### config.mk
export PLATFORM = sky130hd
export DESIGN_NAME = mm_mem_arbiter
export DESIGN_NICKNAME = d
export VERILOG_FILES = /design/src/rtl/mm_mem_arbiter_pkg.sv /design/src/rtl/mm_rr_pick.sv /design/src/rtl/mm_mem_arbiter.sv
export SDC_FILE = /design/constraint.sdc
export NUM_CORES = 1
export LEC_CHECK = 0
export ABC_CLOCK_PERIOD_IN_PS = 2500
export BUFFER_PORTS_ARGS = -buffer_cell sky130_fd_sc_hd__buf_4
export CAP_MARGIN = 0
export CORE_AREA = 8 8 110 112
export CTS_CLUSTER_DIAMETER = 100
export DETAILED_ROUTE_END_ITERATION = 8
export DIE_AREA = 0 0 118 120
export HOLD_SLACK_MARGIN = 0.05
export SYNTH_ARGS = -nofsm -noshare
export SYNTH_HDL_FRONTEND = slang
export SYNTH_SLANG_ARGS = --single-unit
### constraint.sdc
create_clock -name clk -period 2.5 [get_ports clk]
set_input_delay 0.25 -clock clk [delete_from_list [all_inputs] [get_ports clk]]
set_output_delay 0.25 -clock clk [all_outputs]
set_load 0.01 [all_outputs]
### src/rtl/mm_mem_arbiter_pkg.sv
// Shared types for the matrix-memory arbiter: FSM encoding, requester id,
// read-return tag and default sizing.
package mm_mem_arbiter_pkg;

  localparam int DEFAULT_N         = 20;
  localparam int DEFAULT_MAX_BURST = 8;

  typedef enum logic [1:0] {
    IDLE = 2'd0,
    OWN0 = 2'd1,
    OWN1 = 2'd2
  } arb_state_t;

  typedef logic req_id_t;

  typedef struct packed {
    logic    valid;
    req_id_t id;
  } rd_tag_t;

endpackage

### src/rtl/mm_rr_pick.sv
// Two-way round-robin pick: on a tie the requester that did not own the
// memory last wins.
module mm_rr_pick
  import mm_mem_arbiter_pkg::*;
(
  input  logic    req0,
  input  logic    req1,
  input  req_id_t last_owner,
  output logic    valid,
  output req_id_t id
);

  always_comb begin
    valid = req0 | req1;
    if (req0 && req1) begin
      id = ~last_owner;
    end else begin
      id = req1;
    end
  end

endmodule

### src/rtl/mm_mem_arbiter.sv
// Shares one single-port matrix memory between two requesters with
// round-robin arbitration, capped locked bursts and tagged read return.
module mm_mem_arbiter
  import mm_mem_arbiter_pkg::*;
#(
  parameter int N         = DEFAULT_N,
  parameter int MAX_BURST = DEFAULT_MAX_BURST
) (
  input  logic           clk,
  input  logic           reset,
  input  logic           req0,
  input  logic           req1,
  input  logic           lock0,
  input  logic           lock1,
  input  logic           we0,
  input  logic           we1,
  input  logic [N-1:0]   i0,
  input  logic [N-1:0]   i1,
  input  logic [N-1:0]   j0,
  input  logic [N-1:0]   j1,
  input  logic           index0,
  input  logic           index1,
  input  logic [2*N-1:0] wdata0,
  input  logic [2*N-1:0] wdata1,
  output logic           gnt0,
  output logic           gnt1,
  output logic           rvalid0,
  output logic           rvalid1,
  output logic [N-1:0]   rdata,
  output logic           mem_en,
  output logic           mem_we,
  output logic [N-1:0]   mem_i,
  output logic [N-1:0]   mem_j,
  output logic           mem_index,
  output logic [2*N-1:0] mem_wdata,
  input  logic [N-1:0]   mem_rdata
);

  // Wide enough to hold MAX_BURST itself so the count can saturate there.
  localparam int CW = (MAX_BURST < 1) ? 1 : $clog2(MAX_BURST + 1);
  localparam logic [CW-1:0] CNT_MAX = CW'(MAX_BURST);

  arb_state_t    state, state_nxt;
  req_id_t       last_owner, last_owner_nxt;
  logic [CW-1:0] burst_cnt, burst_cnt_nxt;
  rd_tag_t       rd_tag, rd_tag_nxt;

  logic    pick_valid;
  req_id_t pick_id;

  logic    gnt_valid;
  req_id_t gnt_id;
  logic    own_req;
  logic    in_burst;
  logic    gnt_lock;
  logic    gnt_we;
  logic    other_req;
  logic    cap_hit;
  logic [CW-1:0] cnt_after;

  mm_rr_pick u_pick (
    .req0       (req0),
    .req1       (req1),
    .last_owner (last_owner),
    .valid      (pick_valid),
    .id         (pick_id)
  );

  // NOTE: every signal gets a default before any branch so no path leaves
  // a combinational output unassigned and no latch is inferred.
  always_comb begin
    own_req        = 1'b0;
    in_burst       = 1'b0;
    gnt_valid      = 1'b0;
    gnt_id         = 1'b0;
    gnt_lock       = 1'b0;
    gnt_we         = 1'b0;
    other_req      = 1'b0;
    cap_hit        = 1'b0;
    cnt_after      = CW'(1);
    state_nxt      = IDLE;
    last_owner_nxt = last_owner;
    burst_cnt_nxt  = burst_cnt;
    rd_tag_nxt     = '0;

    unique case (state)
      OWN0:    own_req = req0;
      OWN1:    own_req = req1;
      default: own_req = 1'b0;
    endcase
    in_burst = (state != IDLE) && own_req;

    // A dropped owner falls through to the idle pick in the same cycle.
    if (in_burst) begin
      gnt_valid = 1'b1;
      gnt_id    = (state == OWN1);
      cnt_after = (burst_cnt == CNT_MAX) ? burst_cnt : burst_cnt + CW'(1);
    end else begin
      gnt_valid = pick_valid;
      gnt_id    = pick_id;
      cnt_after = CW'(1);
    end

    gnt_lock  = gnt_id ? lock1 : lock0;
    gnt_we    = gnt_id ? we1 : we0;
    other_req = gnt_id ? req0 : req1;
    cap_hit   = other_req && (cnt_after >= CNT_MAX);

    if (gnt_valid) begin
      last_owner_nxt = gnt_id;
      burst_cnt_nxt  = cnt_after;
      if (gnt_lock && !cap_hit) begin
        state_nxt = gnt_id ? OWN1 : OWN0;
      end
      rd_tag_nxt.valid = !gnt_we;
      rd_tag_nxt.id    = gnt_id;
    end
  end

  // NOTE: state registers use non-blocking assignments so every flop
  // samples pre-edge values regardless of process ordering.
  always_ff @(posedge clk) begin
    if (reset) begin
      state      <= IDLE;
      last_owner <= 1'b1;
      burst_cnt  <= '0;
      rd_tag     <= '0;
    end else begin
      state      <= state_nxt;
      last_owner <= last_owner_nxt;
      burst_cnt  <= burst_cnt_nxt;
      rd_tag     <= rd_tag_nxt;
    end
  end

  // Outputs are held at zero for as long as reset is asserted.
  always_comb begin
    gnt0      = 1'b0;
    gnt1      = 1'b0;
    rvalid0   = 1'b0;
    rvalid1   = 1'b0;
    rdata     = '0;
    mem_en    = 1'b0;
    mem_we    = 1'b0;
    mem_i     = '0;
    mem_j     = '0;
    mem_index = 1'b0;
    mem_wdata = '0;

    if (!reset) begin
      gnt0    = gnt_valid && (gnt_id == 1'b0);
      gnt1    = gnt_valid && (gnt_id == 1'b1);
      rvalid0 = rd_tag.valid && (rd_tag.id == 1'b0);
      rvalid1 = rd_tag.valid && (rd_tag.id == 1'b1);
      if (rd_tag.valid) begin
        rdata = mem_rdata;
      end
      if (gnt_valid) begin
        mem_en    = 1'b1;
        mem_we    = gnt_we;
        mem_i     = gnt_id ? i1 : i0;
        mem_j     = gnt_id ? j1 : j0;
        mem_index = gnt_id ? index1 : index0;
        mem_wdata = gnt_id ? wdata1 : wdata0;
      end
    end
  end

endmodule
==> impl_results.md <==
- Status: completed
- Clock latency on the worst-skew pair: 250 ps
- #FFs+latches synth: 9
- Cell Area, Synth: 1590 sq um
- Max-cap violations: 0
- R2R Path Start: state[0]
- CTS tree: built
- Fin crit period: 2490 ps
- Crit share post-route: 99.6%
- Congestion Overflow GR: 0
- RSZ-0062 raised after global routing: true
- Port Buffers: 296
- Clock Tree Buf Depth: 2
- Core area: 10500 sq um
- Critical Path RT: 2250 ps
- Final Skew: 4.32 ps
- Hold WC Path Type: in -> reg
- Final #Nets: 694
- Post-synth net total: 390
- Crit-path max FO: 8
- Via count: 2932
- Fmax: 402 MHz
- Crit path launch type: register
- H-tree depth: 1
- RD Place Congestion: 0.856
- Vias in the first global route: 3017
- R2r setup slk: 560 ps
- DRT Pass-1 Iters: 4
- Count of cell types in the netlist: 35
- Initial core utilization: 15.1%
- Final routed DRC violation total: 0
- Initial antenna violation count: 1
- Post-route design area: 4380 sq um
- Commonest non-fill, non-tap cells in the layout: buf_4, a22o_1, and2_1, buf_6, nor2_1
- Synth-to-Final Area Change: 175%
- Dpl cell area: 3920 sq um
- Slew Viols, Final: 0
- Leak Pwr: 2.32 nW
- Final worst slack: 9.54 ps
- Rel. slew slack: 63.3%
- Tot GR Track Use: 15.5%
- Seq/Total Area, Yosys: 11.3%
- Critical path data arrival time: 2240 ps
- Final hold violations: 0
- Ant diodes: 0
- Cell Pwr Density: 248 nW/um^2
- DR vias/cell: 4.60
- RR Endpoint: state[0]
- DIE HEIGHT: 120 um
- Drt total wl: 13.1 mm
- First-pass GRT wire length: 17.6 mm
- Die width: 118 um
- WL/cell: 20.6 um
- Worst-Margin Slew: 548 ps
- Share of cells above drive strength 1: 67.5%
- Cts-stage hold buffer count: 0
- CP Class: reg -> out
- WHS: 260 ps
- TritonCTS Sinks: 9
- Final HPWL from detailed placement: 10.2 mm
- Pin count of the biggest net entering global routing: 42
- Peak supply drop: 0.106 mV
- Critical Path End: mem_wdata[23]
- Final setup viols: 0
- Cells after synthesis: 195
- Starting DRT DRC Count: 124
- Syn. warnings: 0
- Worst setup EP type: primary output
- Syn_area_per_cell: 8.16 sq um
- TritonCTS Buffers: 3
- Worst-path clk slew: 50 ps
- FF-to-FF path depth: 9
- Commonest non-fill, non-tap cell in the layout: buf_4
- Place WS: 176 ps
- IO Count: 297
- Critical path origin: state[0]
- Die ar.: 14200 sq um
- Detail Route Antenna Nets: 0
- Num rows: 38
- Clock root cell: clkbuf_8
-- critical path, cell delays in order (launching register included) --
cell	delay, ps
dfxtp_2	340
inv_2	50
ha_4	270
nand2b_4	60
or3b_4	400
a21oi_4	220
buf_8	190
clkbuf_16	160
a22o_1	170
buf_6	120
-- cell usage after synthesis, drive strengths merged --
cell / n / share of area, %
nand2b: 1 / 0.39
mux2i: 3 / 1.9
nor4: 1 / 0.39
a31oi: 1 / 0.39
a22o: 78 / 43
buf: 13 / 7.7
xnor2: 1 / 0.55
o211ai: 2 / 0.94
clkinv: 1 / 0.24
nand3: 1 / 0.31
nand4: 1 / 0.39
and2: 22 / 8.7
nor3: 1 / 1.0
nand2: 7 / 1.7
o21ai: 3 / 0.94
dfxtp: 9 / 11
ha: 5 / 3.9
nor2b: 2 / 0.79
o211a: 2 / 1.3
nand3b: 4 / 1.9
a21oi: 6 / 2.8
clkbuf: 8 / 1.9
a22oi: 3 / 1.4
or3b: 1 / 0.55
o21a: 1 / 0.47
and3: 2 / 0.79
inv: 6 / 1.4
nor2: 8 / 1.9
a21boi: 1 / 0.47
nor4bb: 1 / 0.63
-- power by group --
| group | internal [W] | total, W | switching, W |
|---|---|---|---|
| logic | 0.000466 | 0.000748 | 0.000282 |
| registers | 0.000150 | 0.000153 | 0.00000362 |
| clock network | 0.000112 | 0.000184 | 0.0000720 |
-- cell families after synthesis --
group           synth area share, %
compound gates                 51.7
simple gates                   19.4
buf+inv                        11.3
flops                          11.3
fa+ha+maj                      3.93
mux                            1.89
xor+xnor                      0.551
-- cell type report --
cell class	count	area (sq um)
fill	1048	6130
timing repair buffer	320	2680
multi-input combinational	158	1270
sequential	9	183
tap	140	175
clock buffer	4	45.0
inverter	7	26.3
-- per-layer routing --
layer  wire [um]  vias to the layer above  track usage (%)
li1            -                     1372                -
met1        4990                     1357             17.3
met2        6670                      192             27.6
met3        1360                        9             6.15
met4          89                        2             2.64
met5          13                        -                0
-- state kept, by name, summed over array words and instances, names as in the netlist --
signal      cells
last_owner      1
state           2
rd_tag          2
burst_cnt       4
-- through the flow --
step	TNS [ps]	std cells	util [%]	total power [W]
floorplan	0	195	-	0.000395
global placement	0	615	37.3	0.000816
detailed placement	0	615	37.3	0.000823
CTS	-45.8	628	39.0	0.00103
global route	-1250	638	41.7	0.00115
finish	0	638	41.7	0.00109
-- worst min path at each step --
| stage | slack [ps] | endpoint | from | cells past startpoint |
|---|---|---|---|---|
| 2_1_floorplan | 400 | state[1] | lock1 | 1 |
| 3_3_place_gp | 480 | burst_cnt[2] | burst_cnt[2] | 2 |
| 3_5_place_dp | 500 | burst_cnt[2] | burst_cnt[2] | 2 |
| 4_1_cts | 260 | state[1] | lock1 | 2 |
| 5_1_grt | 260 | state[1] | lock1 | 2 |
| 6_report | 260 | state[1] | lock1 | 2 |
-- timing repair --
| action | CTS | global route |
|---|---|---|
| setup endpoints to repair | 57 | 82 |
| gates cloned | 2 | 8 |
| pin swaps | 4 | 29 |
| gates resized for setup | 6 | 26 |
| buffers inserted | 7 | 2 |
(Power assumes the default switching activity.)
